<file path="src/rtl/memory_access_stage_pkg.sv">
// Shared pipeline definitions for the MEM stage: default widths, FSM encoding and helpers.
package memory_access_stage_pkg;

    localparam int unsigned DEF_DATA_WIDTH     = 32;
    localparam int unsigned DEF_REG_ADDR_WIDTH = 5;
    localparam int unsigned DEF_TIMEOUT        = 16;

    typedef enum logic {
        MEM_IDLE = 1'b0,
        MEM_WAIT = 1'b1
    } memState_t;

    // Word accesses only: the two low byte-address bits must be zero.
    function automatic logic isAligned(input logic [1:0] lowBits);
        return lowBits == 2'b00;
    endfunction

endpackage

</file>
<file path="src/rtl/memory_access_stage_if.sv">
// EX/MEM inputs, data-memory handshake and MEM/WB outputs of the MEM stage.
interface memory_access_stage_if
    import memory_access_stage_pkg::*;
#(
    parameter int unsigned DW  = DEF_DATA_WIDTH,
    parameter int unsigned RAW = DEF_REG_ADDR_WIDTH
);
    logic           exValid;
    logic           exMemRead;
    logic           exMemWrite;
    logic           exMemToReg;
    logic           exRegWrite;
    logic [RAW-1:0] exWriteReg;
    logic [DW-1:0]  exResult;
    logic [DW-1:0]  exStoreData;
    logic           stall;

    logic           memReq;
    logic           memWe;
    logic [DW-1:0]  memAddr;
    logic [DW-1:0]  memWdata;
    logic [DW-1:0]  memRdata;
    logic           memAck;

    logic           memToReg;
    logic [DW-1:0]  readData;
    logic [DW-1:0]  result;
    logic           regWrite;
    logic [RAW-1:0] writeReg;
    logic           alignErr;
    logic           busErr;

    // The MEM stage itself: consumes EX/MEM, masters the memory bus, produces MEM/WB.
    modport master (
        input  exValid, exMemRead, exMemWrite, exMemToReg, exRegWrite, exWriteReg,
        input  exResult, exStoreData, memRdata, memAck,
        output stall, memReq, memWe, memAddr, memWdata,
        output memToReg, readData, result, regWrite, writeReg, alignErr, busErr
    );

    // The surrounding pipeline and data memory.
    modport slave (
        output exValid, exMemRead, exMemWrite, exMemToReg, exRegWrite, exWriteReg,
        output exResult, exStoreData, memRdata, memAck,
        input  stall, memReq, memWe, memAddr, memWdata,
        input  memToReg, readData, result, regWrite, writeReg, alignErr, busErr
    );

endinterface

</file>
<file path="src/rtl/memory_access_stage_mem_wb_register.sv">
// MEM/WB pipeline register: full load of a new bundle, or a bubble that only clears regWrite.
module mem_wb_register
    import memory_access_stage_pkg::*;
#(
    parameter int unsigned DATA_WIDTH     = DEF_DATA_WIDTH,
    parameter int unsigned REG_ADDR_WIDTH = DEF_REG_ADDR_WIDTH
) (
    input  logic                      clk,
    input  logic                      rstN,
    input  logic                      load,
    input  logic                      bubble,
    input  logic                      nxtMemToReg,
    input  logic [DATA_WIDTH-1:0]     nxtReadData,
    input  logic [DATA_WIDTH-1:0]     nxtResult,
    input  logic                      nxtRegWrite,
    input  logic [REG_ADDR_WIDTH-1:0] nxtWriteReg,
    output logic                      memToReg,
    output logic [DATA_WIDTH-1:0]     readData,
    output logic [DATA_WIDTH-1:0]     result,
    output logic                      regWrite,
    output logic [REG_ADDR_WIDTH-1:0] writeReg
);

    always_ff @(posedge clk or negedge rstN) begin
        if (!rstN) begin
            memToReg <= 1'b0;
            readData <= '0;
            result   <= '0;
            regWrite <= 1'b0;
            writeReg <= '0;
        end else if (load) begin
            memToReg <= nxtMemToReg;
            readData <= nxtReadData;
            result   <= nxtResult;
            regWrite <= nxtRegWrite;
            writeReg <= nxtWriteReg;
        end else if (bubble) begin
            regWrite <= 1'b0;
        end
    end

endmodule

</file>
<file path="src/rtl/memory_access_stage.sv">
// MEM stage: issues loads/stores over a req/ack handshake, stalls upstream while busy,
// flags misaligned accesses and timeouts, and feeds the MEM/WB register.
module memory_access_stage
    import memory_access_stage_pkg::*;
#(
    parameter int unsigned DATA_WIDTH     = DEF_DATA_WIDTH,
    parameter int unsigned REG_ADDR_WIDTH = DEF_REG_ADDR_WIDTH,
    parameter int unsigned TIMEOUT        = DEF_TIMEOUT
) (
    input logic                    clk,
    input logic                    rstN,
    memory_access_stage_if.master  bus
);

    localparam int unsigned CNT_WIDTH = $clog2(TIMEOUT + 1);

    memState_t                 state, nextState;
    logic [CNT_WIDTH-1:0]      waitCnt, nextWaitCnt;
    logic                      stallC;
    logic                      startAccess;
    logic                      nextMemReq;
    logic                      nextAlignErr, nextBusErr;

    logic                      memReq, memWe;
    logic [DATA_WIDTH-1:0]     memAddr, memWdata;
    logic                      alignErr, busErr;

    logic                      holdIsLoad, holdMemToReg, holdRegWrite;
    logic [REG_ADDR_WIDTH-1:0] holdWriteReg;
    logic [DATA_WIDTH-1:0]     holdResult;

    logic                      wbLoad, wbBubble;
    logic                      wbMemToReg, wbRegWrite;
    logic [DATA_WIDTH-1:0]     wbReadData, wbResult;
    logic [REG_ADDR_WIDTH-1:0] wbWriteReg;

    logic                      memOp, aligned, timeoutHit;

    assign memOp      = bus.exValid & (bus.exMemRead | bus.exMemWrite);
    assign aligned    = isAligned(bus.exResult[1:0]);
    assign timeoutHit = (waitCnt == CNT_WIDTH'(TIMEOUT));

    // Next-state, stall and MEM/WB load selection.
    always_comb begin
        nextState    = state;
        nextWaitCnt  = waitCnt;
        nextMemReq   = memReq;
        nextAlignErr = 1'b0;
        nextBusErr   = 1'b0;
        stallC       = 1'b0;
        startAccess  = 1'b0;
        wbLoad       = 1'b0;
        wbBubble     = 1'b0;
        wbMemToReg   = bus.exMemToReg;
        wbReadData   = '0;
        wbResult     = bus.exResult;
        wbRegWrite   = bus.exRegWrite;
        wbWriteReg   = bus.exWriteReg;

        case (state)
            MEM_IDLE: begin
                if (!bus.exValid) begin
                    wbBubble = 1'b1;
                end else if (memOp && aligned) begin
                    stallC      = 1'b1;
                    startAccess = 1'b1;
                    wbBubble    = 1'b1;
                    nextMemReq  = 1'b1;
                    nextWaitCnt = CNT_WIDTH'(1);
                    nextState   = MEM_WAIT;
                end else if (memOp) begin
                    nextAlignErr = 1'b1;
                    wbLoad       = 1'b1;
                    wbRegWrite   = 1'b0;
                end else begin
                    wbLoad = 1'b1;
                end
            end
            MEM_WAIT: begin
                wbBubble = 1'b1;
                if (bus.memAck) begin
                    wbLoad      = 1'b1;
                    wbBubble    = 1'b0;
                    wbMemToReg  = holdMemToReg;
                    wbReadData  = holdIsLoad ? bus.memRdata : '0;
                    wbResult    = holdResult;
                    wbRegWrite  = holdRegWrite;
                    wbWriteReg  = holdWriteReg;
                    nextMemReq  = 1'b0;
                    nextWaitCnt = '0;
                    nextState   = MEM_IDLE;
                end else if (timeoutHit) begin
                    // The abandoned instruction retires as a bubble so upstream advances.
                    nextBusErr  = 1'b1;
                    nextMemReq  = 1'b0;
                    nextWaitCnt = '0;
                    nextState   = MEM_IDLE;
                end else begin
                    stallC      = 1'b1;
                    nextWaitCnt = waitCnt + CNT_WIDTH'(1);
                end
            end
            default: begin
                nextState = MEM_IDLE;
            end
        endcase
    end

    always_ff @(posedge clk or negedge rstN) begin
        if (!rstN) begin
            state    <= MEM_IDLE;
            waitCnt  <= '0;
            memReq   <= 1'b0;
            alignErr <= 1'b0;
            busErr   <= 1'b0;
        end else begin
            state    <= nextState;
            waitCnt  <= nextWaitCnt;
            memReq   <= nextMemReq;
            alignErr <= nextAlignErr;
            busErr   <= nextBusErr;
        end
    end

    // Hold registers: the access and its bundle are frozen for the whole WAIT.
    always_ff @(posedge clk or negedge rstN) begin
        if (!rstN) begin
            memWe        <= 1'b0;
            memAddr      <= '0;
            memWdata     <= '0;
            holdIsLoad   <= 1'b0;
            holdMemToReg <= 1'b0;
            holdRegWrite <= 1'b0;
            holdWriteReg <= '0;
            holdResult   <= '0;
        end else if (startAccess) begin
            memWe        <= bus.exMemWrite & ~bus.exMemRead;
            memAddr      <= {bus.exResult[DATA_WIDTH-1:2], 2'b00};
            memWdata     <= bus.exStoreData;
            holdIsLoad   <= bus.exMemRead;
            holdMemToReg <= bus.exMemToReg;
            holdRegWrite <= bus.exRegWrite;
            holdWriteReg <= bus.exWriteReg;
            holdResult   <= bus.exResult;
        end
    end

    logic                      wbMemToRegQ, wbRegWriteQ;
    logic [DATA_WIDTH-1:0]     wbReadDataQ, wbResultQ;
    logic [REG_ADDR_WIDTH-1:0] wbWriteRegQ;

    mem_wb_register #(
        .DATA_WIDTH    (DATA_WIDTH),
        .REG_ADDR_WIDTH(REG_ADDR_WIDTH)
    ) u_memWb (
        .clk        (clk),
        .rstN       (rstN),
        .load       (wbLoad),
        .bubble     (wbBubble),
        .nxtMemToReg(wbMemToReg),
        .nxtReadData(wbReadData),
        .nxtResult  (wbResult),
        .nxtRegWrite(wbRegWrite),
        .nxtWriteReg(wbWriteReg),
        .memToReg   (wbMemToRegQ),
        .readData   (wbReadDataQ),
        .result     (wbResultQ),
        .regWrite   (wbRegWriteQ),
        .writeReg   (wbWriteRegQ)
    );

    // Stall is masked while reset is held so nothing toggles upstream.
    assign bus.stall    = rstN & stallC;
    assign bus.memReq   = memReq;
    assign bus.memWe    = memWe;
    assign bus.memAddr  = memAddr;
    assign bus.memWdata = memWdata;
    assign bus.memToReg = wbMemToRegQ;
    assign bus.readData = wbReadDataQ;
    assign bus.result   = wbResultQ;
    assign bus.regWrite = wbRegWriteQ;
    assign bus.writeReg = wbWriteRegQ;
    assign bus.alignErr = alignErr;
    assign bus.busErr   = busErr;

endmodule

</file>
<file path="src/flat_wrapper.sv">
// flat-port wrapper written by rule: the top's interface ports become plain ports
module memory_access_stage_flat import memory_access_stage_pkg::*;
#(
    parameter int unsigned DATA_WIDTH     = DEF_DATA_WIDTH,
    parameter int unsigned REG_ADDR_WIDTH = DEF_REG_ADDR_WIDTH,
    parameter int unsigned TIMEOUT        = DEF_TIMEOUT
)
  (clk, rstN, bus_exValid, bus_exMemRead, bus_exMemWrite, bus_exMemToReg, bus_exRegWrite, bus_exWriteReg, bus_exResult, bus_exStoreData, bus_memRdata, bus_memAck, bus_stall, bus_memReq, bus_memWe, bus_memAddr, bus_memWdata, bus_memToReg, bus_readData, bus_result, bus_regWrite, bus_writeReg, bus_alignErr, bus_busErr);
  memory_access_stage_if #(.DW((32)), .RAW((5))) bus_i ();
  input logic clk;
  input logic rstN;
  input wire logic [$bits(bus_i.exValid)-1:0] bus_exValid;
  input wire logic [$bits(bus_i.exMemRead)-1:0] bus_exMemRead;
  input wire logic [$bits(bus_i.exMemWrite)-1:0] bus_exMemWrite;
  input wire logic [$bits(bus_i.exMemToReg)-1:0] bus_exMemToReg;
  input wire logic [$bits(bus_i.exRegWrite)-1:0] bus_exRegWrite;
  input wire logic [$bits(bus_i.exWriteReg)-1:0] bus_exWriteReg;
  input wire logic [$bits(bus_i.exResult)-1:0] bus_exResult;
  input wire logic [$bits(bus_i.exStoreData)-1:0] bus_exStoreData;
  input wire logic [$bits(bus_i.memRdata)-1:0] bus_memRdata;
  input wire logic [$bits(bus_i.memAck)-1:0] bus_memAck;
  output wire logic [$bits(bus_i.stall)-1:0] bus_stall;
  output wire logic [$bits(bus_i.memReq)-1:0] bus_memReq;
  output wire logic [$bits(bus_i.memWe)-1:0] bus_memWe;
  output wire logic [$bits(bus_i.memAddr)-1:0] bus_memAddr;
  output wire logic [$bits(bus_i.memWdata)-1:0] bus_memWdata;
  output wire logic [$bits(bus_i.memToReg)-1:0] bus_memToReg;
  output wire logic [$bits(bus_i.readData)-1:0] bus_readData;
  output wire logic [$bits(bus_i.result)-1:0] bus_result;
  output wire logic [$bits(bus_i.regWrite)-1:0] bus_regWrite;
  output wire logic [$bits(bus_i.writeReg)-1:0] bus_writeReg;
  output wire logic [$bits(bus_i.alignErr)-1:0] bus_alignErr;
  output wire logic [$bits(bus_i.busErr)-1:0] bus_busErr;
  assign bus_i.exValid = bus_exValid;
  assign bus_i.exMemRead = bus_exMemRead;
  assign bus_i.exMemWrite = bus_exMemWrite;
  assign bus_i.exMemToReg = bus_exMemToReg;
  assign bus_i.exRegWrite = bus_exRegWrite;
  assign bus_i.exWriteReg = bus_exWriteReg;
  assign bus_i.exResult = bus_exResult;
  assign bus_i.exStoreData = bus_exStoreData;
  assign bus_i.memRdata = bus_memRdata;
  assign bus_i.memAck = bus_memAck;
  assign bus_stall = bus_i.stall;
  assign bus_memReq = bus_i.memReq;
  assign bus_memWe = bus_i.memWe;
  assign bus_memAddr = bus_i.memAddr;
  assign bus_memWdata = bus_i.memWdata;
  assign bus_memToReg = bus_i.memToReg;
  assign bus_readData = bus_i.readData;
  assign bus_result = bus_i.result;
  assign bus_regWrite = bus_i.regWrite;
  assign bus_writeReg = bus_i.writeReg;
  assign bus_alignErr = bus_i.alignErr;
  assign bus_busErr = bus_i.busErr;
  memory_access_stage #(.DATA_WIDTH(DATA_WIDTH), .REG_ADDR_WIDTH(REG_ADDR_WIDTH), .TIMEOUT(TIMEOUT)) u_core (.clk(clk), .rstN(rstN), .bus(bus_i));
endmodule
</file>
<file path="config.mk">
export PLATFORM = sky130hd
export DESIGN_NAME = memory_access_stage_flat
export DESIGN_NICKNAME = d
export VERILOG_FILES = /design/src/rtl/memory_access_stage_pkg.sv /design/src/rtl/memory_access_stage_if.sv /design/src/rtl/memory_access_stage_mem_wb_register.sv /design/src/rtl/memory_access_stage.sv /design/src/flat_wrapper.sv
export SDC_FILE = /design/constraint.sdc
export NUM_CORES = 1
export LEC_CHECK = 0
export ABC_AREA = 1
export CAP_MARGIN = 25
export CELL_PAD_IN_SITES_DETAIL_PLACEMENT = 0
export CELL_PAD_IN_SITES_GLOBAL_PLACEMENT = 1
export CORE_ASPECT_RATIO = 0.5
export CORE_MARGIN = 3
export CORE_UTILIZATION = 35
export DETAILED_ROUTE_END_ITERATION = 12
export PLACE_DENSITY = 0.88
export SYNTH_ARGS = -nofsm -noshare
export SYNTH_HDL_FRONTEND = slang
export SYNTH_SLANG_ARGS = --single-unit
</file>
<file path="constraint.sdc">
create_clock -name clk -period 3.7 [get_ports clk]
set_clock_uncertainty 0.15 [all_clocks]
set_input_delay 0.555 -clock clk [delete_from_list [all_inputs] [get_ports clk]]
set_output_delay 0.555 -clock clk [all_outputs]
set_load 0.01 [all_outputs]
</file>
==> metrics, run 1 <==
critical-path maximum fanout 34; DRT Wirelength 18,900 µm; r2r setup slk 1.56 ns; warnings from Yosys 0; most used flip-flop cell after synthesis sky130_fd_sc_hd__dfrtp_1; leading post-synthesis cells by instance count sky130_fd_sc_hd__nand2_1, sky130_fd_sc_hd__dfrtp_1, sky130_fd_sc_hd__nand3_1; placed wire-length estimate 13,000 µm; post-detailed-route via-to-cell ratio 4.62; DR WL/cell 14.8 µm; final slew viol count 0; post-synthesis instance total 808; path class of the lowest-slack min-delay path register to register; ANT cells 0; count of buffers added by post-CTS timing repair for setup 0; final total power 5.04 mW; number of global-route vias before repair 5,805; Yosys top cell area share 0.565; sum of overflow across all layers after global routing 0; Root Driver sky130_fd_sc_hd__clkbuf_16; maximum clock frequency 341 MHz; power per standard cell area 517 nW/µm²; Resized Gates After CTS 0; die height 104 µm; routability cong. 0.756; Hold Buf Count CTS 1; post-layout net count 1,113; post-layout minimum cycle time 2.93 ns; buffers from clock root to sink, at most 2; area of the die 21,200 µm²; Synth Area per Inst 8.38 µm²; cells taking the most area after synthesis sky130_fd_sc_hd__dfrtp_1, sky130_fd_sc_hd__nand2_1, sky130_fd_sc_hd__nand3_1, sky130_fd_sc_hd__o21ai_0, sky130_fd_sc_hd__buf_4; startpoint class of the critical path input pin; synthesized cell area 6770 µm²; number of flops mapped to enable cells by yosys 0; I/O pin cnt 249; number of sinks driven by the clock tree 153; placed instance count 1,241; leakage dissipation 4.73 nW; data arrival time of the critical path 2.23 ns; CTS clock-pin slew for the worst setup and hold paths 0.06 ns; MaxCap Viol Count 0; Worst Setup End Kind primary output; drt first pass iters 5; htree depth 4; CP required 2.99 ns; area leader, netlist sky130_fd_sc_hd__dfrtp_1; via total after detailed routing 5,883; maximum number of pins on one net before global-route repair 99; number of rows created at floorplan 35; Synth async-reset ratio 1.00; synthesized flop and latch total 153; final standard cell count with taps included and fillers excluded 1,274; DIE WIDTH 203 µm; number of design-rule violations left by the first detailed-router iteration 387; Inserted Clock Buffers 17; Total Negative Setup Slacks 0 ns; residual antenna-violating net count after detailed routing 0; Worst-Margin Slew 0.919 ns; count of cell types in the netlist 24; wire length of the first global-routing pass 30,700 µm; clock tree from TritonCTS done; effective utilization at floorplan 0.362; type of the worst setup path input pin to primary output; worst-case vdd ir drop 0.358 mV; Port Buf Inserts 246; count leader, synth sky130_fd_sc_hd__nand2_1; sequential element share of the synthesized area 0.565; initial antenna violation count 0; headroom to the max-slew limit 0.388; global router's overall resource usage 0.178; final-report hold violation count 0; result of the run completed; RSZ-0062 raised after global routing no; count of unresolved DRC violations after routing 0; final-report setup violation count 0; worst-case hold slack 0.318 ns; Skew-Pair Late Insertion Delay 0.41 ns; layout overhead on the synthesized area 44.2%; proportion of layout cells with a drive suffix above 1 0.0473; period utilization 0.793; Post-Place Cell Area 9180 µm²; core box area 18,700 µm²; finished layout cell area 9770 µm²
## routing by layer
layer / vias up / GRT usage / routed length, µm
met5: - / 0 / 0
met4: 0 / 0.0632 / 428
met3: 27 / 0.0353 / 724
met2: 139 / 0.309 / 9780
met1: 2810 / 0.221 / 7960
li1: 2907 / - / -
## layout make-up
cell class | count | area (µm²)
repair buffers | 256 | 2570
clock buffers | 21 | 450
well taps | 259 | 324
flip-flops and latches | 153 | 3830
multi-input cells | 518 | 2260
clock inverters | 11 | 124
inverters | 56 | 210
fillers | 1759 | 8930
## critical path, cell delays in order
cell,delay [ns]
sky130_fd_sc_hd__dlygate4sd3_1,0.56
sky130_fd_sc_hd__buf_6,0.32
sky130_fd_sc_hd__a21boi_0,0.23
sky130_fd_sc_hd__clkdlybuf4s50_1,0.56
## sequential cells by signal, summed over array words and instances, names as in the netlist, 5 cells and up
name / cells
u_core.bus.memWdata: 32
u_core.holdResult: 32
u_core.holdWriteReg: 5
u_core.u_memWb.readData: 32
u_core.u_memWb.result: 32
u_core.u_memWb.writeReg: 5
u_core.waitCnt: 5
## kinds of logic after synthesis
| logic type | share of synthesized area |
|---|---|
| AND/OR/NAND/NOR | 0.265 |
| flip-flops | 0.565 |
| buffers and inverters | 0.103 |
| AO/OA/AOI/OAI | 0.0613 |
| adder cells (fa/ha/maj) | 0.00369 |
| XOR/XNOR | 0.00129 |
| other | 0.000554 |
## path summary, 6_finish.rpt
check                                                   start                                      end  depth (start not counted)
hold / removal             u_core.bus.memWdata[7]$_DFFE_PN0P_       u_core.bus.memWdata[7]$_DFFE_PN0P_                          2
setup / recovery                                         rstN                                bus_stall                          4
max in group asynchronous                                rstN      u_core.bus.memWdata[29]$_DFFE_PN0P_                          3
hold reg to reg            u_core.bus.memWdata[7]$_DFFE_PN0P_       u_core.bus.memWdata[7]$_DFFE_PN0P_                          2
setup reg to reg                       u_core.state$_DFF_PN0_    u_core.u_memWb.result[24]$_DFFE_PN0P_                          5
min in group asynchronous                                rstN  u_core.u_memWb.readData[10]$_DFFE_PN0P_                          2
## through the flow
stage,worst slack [ns],util
floorplan,1.54,-
global placement,0.866,0.491
detailed placement,0.810,0.491
CTS,0.744,0.522
global route,0.640,0.522
finish,0.766,0.522
## cells in the final DEF (no fill, tap or decap)
| cell | instances |
|---|---|
| sky130_fd_sc_hd__clkbuf_8 | 1 |
| sky130_fd_sc_hd__buf_4 | 7 |
| sky130_fd_sc_hd__dfrtp_1 | 153 |
| sky130_fd_sc_hd__o21ai_1 | 3 |
| sky130_fd_sc_hd__nor2_2 | 2 |
| sky130_fd_sc_hd__clkdlybuf4s50_1 | 245 |
| sky130_fd_sc_hd__bufinv_16 | 2 |
| sky130_fd_sc_hd__inv_1 | 53 |
| sky130_fd_sc_hd__buf_12 | 2 |
| sky130_fd_sc_hd__nand4_1 | 5 |
| sky130_fd_sc_hd__conb_1 | 2 |
| sky130_fd_sc_hd__clkbuf_1 | 3 |
| sky130_fd_sc_hd__o21a_1 | 1 |
| sky130_fd_sc_hd__nor2_1 | 14 |
| sky130_fd_sc_hd__ha_1 | 2 |
| sky130_fd_sc_hd__nand3_2 | 2 |
| sky130_fd_sc_hd__nand2_4 | 1 |
| sky130_fd_sc_hd__nor3_1 | 1 |
| sky130_fd_sc_hd__a21boi_0 | 1 |
| sky130_fd_sc_hd__dlygate4sd3_1 | 1 |
| sky130_fd_sc_hd__buf_6 | 1 |
| sky130_fd_sc_hd__clkinv_4 | 1 |
| sky130_fd_sc_hd__o21ai_0 | 70 |
| sky130_fd_sc_hd__clkinv_2 | 2 |
| sky130_fd_sc_hd__a21oi_1 | 7 |
| sky130_fd_sc_hd__inv_2 | 3 |
| sky130_fd_sc_hd__clkbuf_16 | 17 |
| sky130_fd_sc_hd__nand2_1 | 292 |
| sky130_fd_sc_hd__nand3_1 | 113 |
| sky130_fd_sc_hd__xor2_1 | 1 |
| sky130_fd_sc_hd__clkinvlp_4 | 6 |
| sky130_fd_sc_hd__nor2_4 | 1 |
## power by group
part / switching, mW / internal, mW
Combinational: 0.574 / 0.662
Sequential: 0.157 / 1.94
Clock: 0.697 / 1.01
Power figures use the tool's default switching activity.
==> run 2, diff against run 1 <==
--- a/config.mk
+++ b/config.mk
@@ -11,9 +11,9 @@
 export CELL_PAD_IN_SITES_GLOBAL_PLACEMENT = 1
 export CORE_ASPECT_RATIO = 0.5
 export CORE_MARGIN = 3
-export CORE_UTILIZATION = 35
+export CORE_UTILIZATION = 32
 export DETAILED_ROUTE_END_ITERATION = 12
-export PLACE_DENSITY = 0.88
+export PLACE_DENSITY = 0.81
 export SYNTH_ARGS = -nofsm -noshare
 export SYNTH_HDL_FRONTEND = slang
 export SYNTH_SLANG_ARGS = --single-unit
==> constraint.sdc (replaced) <==
create_clock -name clk -period 2.9 [get_ports clk]
set_clock_uncertainty 0.15 [all_clocks]
set_input_delay 0.435 -clock clk [delete_from_list [all_inputs] [get_ports clk]]
set_output_delay 0.435 -clock clk [all_outputs]
set_load 0.01 [all_outputs]
==> metrics, run 2 (synthesis results as in run 1) <==
Skew-Pair Late Insertion Delay 0.41 ns (about the same); htree depth 4 (unchanged); post-layout minimum cycle time 2.73 ns; residual antenna-violating net count after detailed routing 0 (unchanged); number of sinks driven by the clock tree 153 (unchanged); effective utilization at floorplan 0.337 (-0.0251); number of global-route vias before repair 5,954 (+2.6%); final total power 6.55 mW (+30%); CP required 2.32 ns (-0.67 ns); Port Buf Inserts 246 (unchanged); I/O pin cnt 249 (unchanged); leakage dissipation 4.78 nW (+0.98%); count of unresolved DRC violations after routing 0 (unchanged); post-layout net count 1,114 (+0.090%); Inserted Clock Buffers 17 (unchanged); RSZ-0062 raised after global routing no; number of design-rule violations left by the first detailed-router iteration 368 (-4.9%); Post-Place Cell Area 9260 µm² (+0.80%); maximum number of pins on one net before global-route repair 154 (+56%); headroom to the max-slew limit 0.389 (+0.00135); sequential power share 0.410 (-0.006); Root Driver sky130_fd_sc_hd__clkbuf_16; post-detailed-route via-to-cell ratio 4.60 (-0.40%); via total after detailed routing 5,896 (+0.22%); clock tree from TritonCTS done; Total Negative Setup Slacks 0 ns (unchanged); critical-path maximum fanout 5 (-85%); period utilization 0.940; Worst-Margin Slew 0.917 ns (-0.00203 ns); area of the die 23,100 µm² (+9.0%); final-report hold violation count 0 (unchanged); fraction of power consumed by combinational cells 0.242 (-0.003); DRT Wirelength 19,300 µm (+2.3%); Worst Setup End Kind primary output; MaxCap Viol Count 0 (unchanged); drt first pass iters 5 (unchanged); core box area 20,100 µm² (+7.4%); r2r setup slk 0.92 ns (-0.64 ns); routability cong. 0.768 (+1.6%); layout overhead on the synthesized area 45.6%; startpoint class of the critical path register; data arrival time of the critical path 2.14 ns (-0.09 ns); number of rows created at floorplan 36 (+2.9%); path class of the lowest-slack min-delay path input pin to async pin; wire length of the first global-routing pass 31,300 µm (+2.1%); NetSw 1.82 mW (+27%); die height 109 µm (+4.3%); placed wire-length estimate 13,300 µm (+2.0%); finished layout cell area 9860 µm² (+1.0%); final slew viol count 0 (unchanged); sum of overflow across all layers after global routing 0 (unchanged); most frequent standard cell in the layout excluding fill and tap cells sky130_fd_sc_hd__nand2_1; power per standard cell area 664 nW/µm² (+29%); final-report setup violation count 0 (unchanged); share of power burned in the clock network 0.348 (+0.009); internal power of the cells 4.73 mW (+31%); initial antenna violation count 0 (unchanged); global router's overall resource usage 0.171 (-0.00704); result of the run completed; CTS clock-pin slew for the worst setup and hold paths 0.06 ns (about the same); worst-case vdd ir drop 0.413 mV (+15%); DR WL/cell 15.1 µm (+1.7%); highest-count cells in the layout ignoring fill and taps sky130_fd_sc_hd__nand2_1, sky130_fd_sc_hd__clkdlybuf4s50_1, sky130_fd_sc_hd__dfrtp_1, sky130_fd_sc_hd__nand3_1, sky130_fd_sc_hd__o21ai_0; type of the worst setup path register to primary output; maximum clock frequency 367 MHz; proportion of layout cells with a drive suffix above 1 0.0522 (+0.00493); buffers from clock root to sink, at most 2 (unchanged); DIE WIDTH 212 µm (+4.4%); switching share of power 0.278 (-0.00526)
==> run 2: power by group through the flow <==
stage	registers, mW	logic, mW	clock network [mW]
final	2.68	1.59	2.28
after global routing	2.73	1.74	2.43
after CTS	2.69	1.62	2.35
after detailed placement	2.72	1.62	0
after global placement	2.71	1.60	0
after floorplan	2.79	0.639	0
==> run 2: timing repair <==
action	in CTS	in global routing
buffers inserted	0	0
setup endpoints to repair	0	1
resized for setup	0	2
hold buffers	0	0
==> run 2: worst paths after layout <==
kind | from | to | cells past startpoint
worst max-delay path | u_core.waitCnt[0]$_DFFE_PN0P_ | bus_stall | 6
worst min-delay path | rstN | u_core.bus.memWdata[1]$_DFFE_PN0P_ | 2
worst max register to register | u_core.state$_DFF_PN0_ | u_core.holdIsLoad$_DFFE_PN0P_ | 4
worst min register to register | u_core.bus.memWdata[8]$_DFFE_PN0P_ | u_core.bus.memWdata[8]$_DFFE_PN0P_ | 2
max in group asynchronous | rstN | u_core.waitCnt[0]$_DFFE_PN0P_ | 2
min in group clk | u_core.bus.memWdata[8]$_DFFE_PN0P_ | u_core.bus.memWdata[8]$_DFFE_PN0P_ | 2
==> run 2: metrics by stage <==
step / hold slack [ns] / setup slack (ns) / cells / utilization
global placement: 0.304 / 0.288 / 1250 / 0.461
floorplan: -0.0106 / 0.981 / 809 / -
detailed placement: 0.307 / 0.243 / 1250 / 0.461
CTS: 0.0632 / 0.0749 / 1281 / 0.491
global route: 0.0698 / 0.00879 / 1281 / 0.491
finish: 0.0342 / 0.173 / 1282 / 0.491
==> run 2: layout make-up <==
cell class,instances,area (µm²)
clock inverter,11,148
antenna,1,2.50
clock buffer,20,457
fill,1939,10200
inverter,56,210
timing repair buffer,257,2620
tap,266,333
multi-input combinational,518,2260
sequential,153,3830
==> run 2: critical path, cell delays in order, from the launching register on <==
cell,delay [ns]
sky130_fd_sc_hd__dfrtp_2,0.41
sky130_fd_sc_hd__inv_1,0.07
sky130_fd_sc_hd__ha_1,0.22
sky130_fd_sc_hd__nand4_1,0.17
sky130_fd_sc_hd__nand2_1,0.12
sky130_fd_sc_hd__a21boi_0,0.18
sky130_fd_sc_hd__clkdlybuf4s50_1,0.56
==> run 2: per-layer routing <==
layer / GRT usage / wire, µm
met2: 0.302 / 10300
met4: 0.0558 / 206
met5: 0 / 0
met3: 0.0351 / 807
met1: 0.212 / 8030
==> run 3, diff against run 2 <==
--- a/config.mk
+++ b/config.mk
@@ -10,7 +10,7 @@
 export CELL_PAD_IN_SITES_DETAIL_PLACEMENT = 0
 export CELL_PAD_IN_SITES_GLOBAL_PLACEMENT = 1
 export CORE_ASPECT_RATIO = 0.5
-export CORE_MARGIN = 3
+export CORE_MARGIN = 2
 export CORE_UTILIZATION = 32
 export DETAILED_ROUTE_END_ITERATION = 12
 export PLACE_DENSITY = 0.81
==> metrics, run 3 (synthesis results as in run 1) <==
power per standard cell area 661 nW/µm² (-0.41%); effective utilization at floorplan 0.328 (-0.00911); r2r setup slk 0.91 ns (about the same); period utilization 0.940 (about the same); Post-Place Cell Area 9220 µm² (-0.34%); switching share of power 0.279 (+0.000758); initial antenna violation count 0 (unchanged); wire length of the first global-routing pass 31,100 µm (-0.73%); worst-case vdd ir drop 0.422 mV (+2.3%); MaxCap Viol Count 0 (unchanged); destination of the worst register-to-register timing path u_core.holdResult[27]$_DFFE_PN0P_; DIE WIDTH 210 µm (-0.94%); startpoint class of the critical path register; die height 107 µm (-1.8%); final-report setup violation count 0 (unchanged); final critical-path setup slack 0.174 ns (+0.00145 ns); worst-case hold slack -0.0245 ns (-0.0587 ns); path class of the lowest-slack min-delay path input pin to async pin; number of sinks driven by the clock tree 153 (unchanged); highest-count cells in the layout ignoring fill and taps sky130_fd_sc_hd__nand2_1, sky130_fd_sc_hd__clkdlybuf4s50_1, sky130_fd_sc_hd__dfrtp_1, sky130_fd_sc_hd__nand3_1, sky130_fd_sc_hd__o21ai_0; NetSw 1.81 mW (-0.55%); proportion of layout cells with a drive suffix above 1 0.0492 (-0.00300); post-detailed-route via-to-cell ratio 4.57 (-0.58%); sequential power share 0.412 (+0.002); DR WL/cell 14.8 µm (-1.7%); Register-to-Register Path Depth 3 (-1); Skew-Pair Late Insertion Delay 0.43 ns (+0.02 ns); post-layout net count 1,114 (unchanged); layout overhead on the synthesized area 45.0%; Port Buf Inserts 246 (unchanged); number of global-route vias before repair 5,926 (-0.47%); core box area 20,600 µm² (+2.8%); data arrival time of the critical path 2.14 ns (about the same); number of design-rule violations left by the first detailed-router iteration 442 (+20%); Inserted Clock Buffers 17 (unchanged); pre-CTS setup slack 0.247 ns (+0.00412 ns); Root Driver sky130_fd_sc_hd__clkbuf_16; CTS clock-pin slew for the worst setup and hold paths 0.06 ns (about the same); result of the run complete, but fails checks; clock tree from TritonCTS done; final-report hold violation count 6 (+6); Total Negative Setup Slacks 0 ns (unchanged); internal power of the cells 4.69 mW (-0.93%); Worst-Margin Slew 0.955 ns (+0.0387 ns); critical-path maximum fanout 5 (unchanged); buffers from clock root to sink, at most 2 (unchanged); violations in the final reports negative hold slack; ANT cells 0 (-1); fraction of power consumed by combinational cells 0.245 (+0.003); count of unresolved DRC violations after routing 0 (unchanged); global router's overall resource usage 0.178 (+0.00668); share of power burned in the clock network 0.343 (-0.005); finished layout cell area 9820 µm² (-0.42%); final slew viol count 0 (unchanged); headroom to the max-slew limit 0.363 (-0.0258); htree depth 4 (unchanged); most frequent standard cell in the layout excluding fill and tap cells sky130_fd_sc_hd__nand2_1; final total power 6.50 mW (-0.82%); routability cong. 0.791 (+3.0%); number of rows created at floorplan 37 (+2.8%); CP required 2.32 ns (about the same); post-layout minimum cycle time 2.73 ns (-0.00145 ns); placed wire-length estimate 12,600 µm (-5.2%); worst reg2reg startpoint u_core.state$_DFF_PN0_; RSZ-0062 raised after global routing no; type of the worst setup path register to primary output; maximum clock frequency 367 MHz (about the same); residual antenna-violating net count after detailed routing 0 (unchanged); via total after detailed routing 5,894 (-0.034%); sum of overflow across all layers after global routing 0 (unchanged); Worst Setup End Kind primary output; I/O pin cnt 249 (unchanged); maximum number of pins on one net before global-route repair 154 (unchanged); area of the die 22,400 µm² (-2.8%); leakage dissipation 4.77 nW (about the same); drt first pass iters 5 (unchanged); DRT Wirelength 19,100 µm (-1.1%)
-- run 3: cell types whose count changed in the layout (fill, tap and decap cells not counted), sizes merged --
cell / previous run / this run
clkbuf: 20 / 24
clkinvlp: 4 / 1
clkinv: 4 / 5
bufinv: 3 / 2
diode: 1 / 0
-- run 3: worst max path at each step --
stage | endpoint | start | cells after the start
CTS | bus_stall | u_core.waitCnt[0]$_DFFE_PN0P_ | 6
detailed placement | u_core.holdIsLoad$_DFFE_PN0P_ | bus_exResult[1] | 7
global route | bus_stall | u_core.waitCnt[1]$_DFFE_PN0P_ | 6
finish | bus_stall | u_core.waitCnt[1]$_DFFE_PN0P_ | 6
floorplan | bus_stall | bus_exResult[1] | 6
global placement | bus_stall | bus_exMemRead | 8
-- run 3: worst max-delay path: stages (launching register included) --
cell and delay [ns]:
sky130_fd_sc_hd__dfrtp_1 0.41, sky130_fd_sc_hd__inv_1 0.06, sky130_fd_sc_hd__ha_1 0.20, sky130_fd_sc_hd__nand4_1 0.16, sky130_fd_sc_hd__nand2_1 0.13, sky130_fd_sc_hd__a21boi_0 0.19, sky130_fd_sc_hd__clkdlybuf4s50_1 0.56
-- run 3: power groups by stage --
stage                     sequential [mW]  clock (mW)  combinational [mW]
after global placement               2.70           0                1.58
final                                2.68        2.23                1.59
after detailed placement             2.72           0                1.60
after floorplan                      2.79           0               0.639
after global routing                 2.72        2.38                1.75
after CTS                            2.69        2.29                1.61
-- run 3: cell type report --
cell class	count	area [µm²]
well taps	273	342
inverters	56	210
multi-input cells	518	2260
clock buffers	24	492
clock inverters	8	92.6
fillers	1971	10800
repair buffers	257	2600
flip-flops and latches	153	3830
-- run 3: metal layers --
layer | global-route usage | up-vias | wire length (µm)
li1 | - | 2912 | -
met1 | 0.216 | 2826 | 8160
met2 | 0.304 | 128 | 9690
met3 | 0.0460 | 28 | 843
met4 | 0.0704 | 0 | 419
met5 | 0 | - | 0
-- run 3: what timing repair did --
action                                  4_1_cts  5_1_grt
endpoints found under the setup margin        0        1
endpoints found under the hold margin         0        0
gates resized for setup                       0        0
setup buffers                                 0        2
hold buffers                                  0        0
-- run 3: stage by stage --
step,cells,utilization,hold WS (ns)
after floorplan,809,-,-0.0106
after global placement,1255,0.447,0.303
after detailed placement,1255,0.447,0.312
after CTS,1287,0.475,0.0461
after global routing,1289,0.476,0.0489
final,1289,0.476,-0.0245
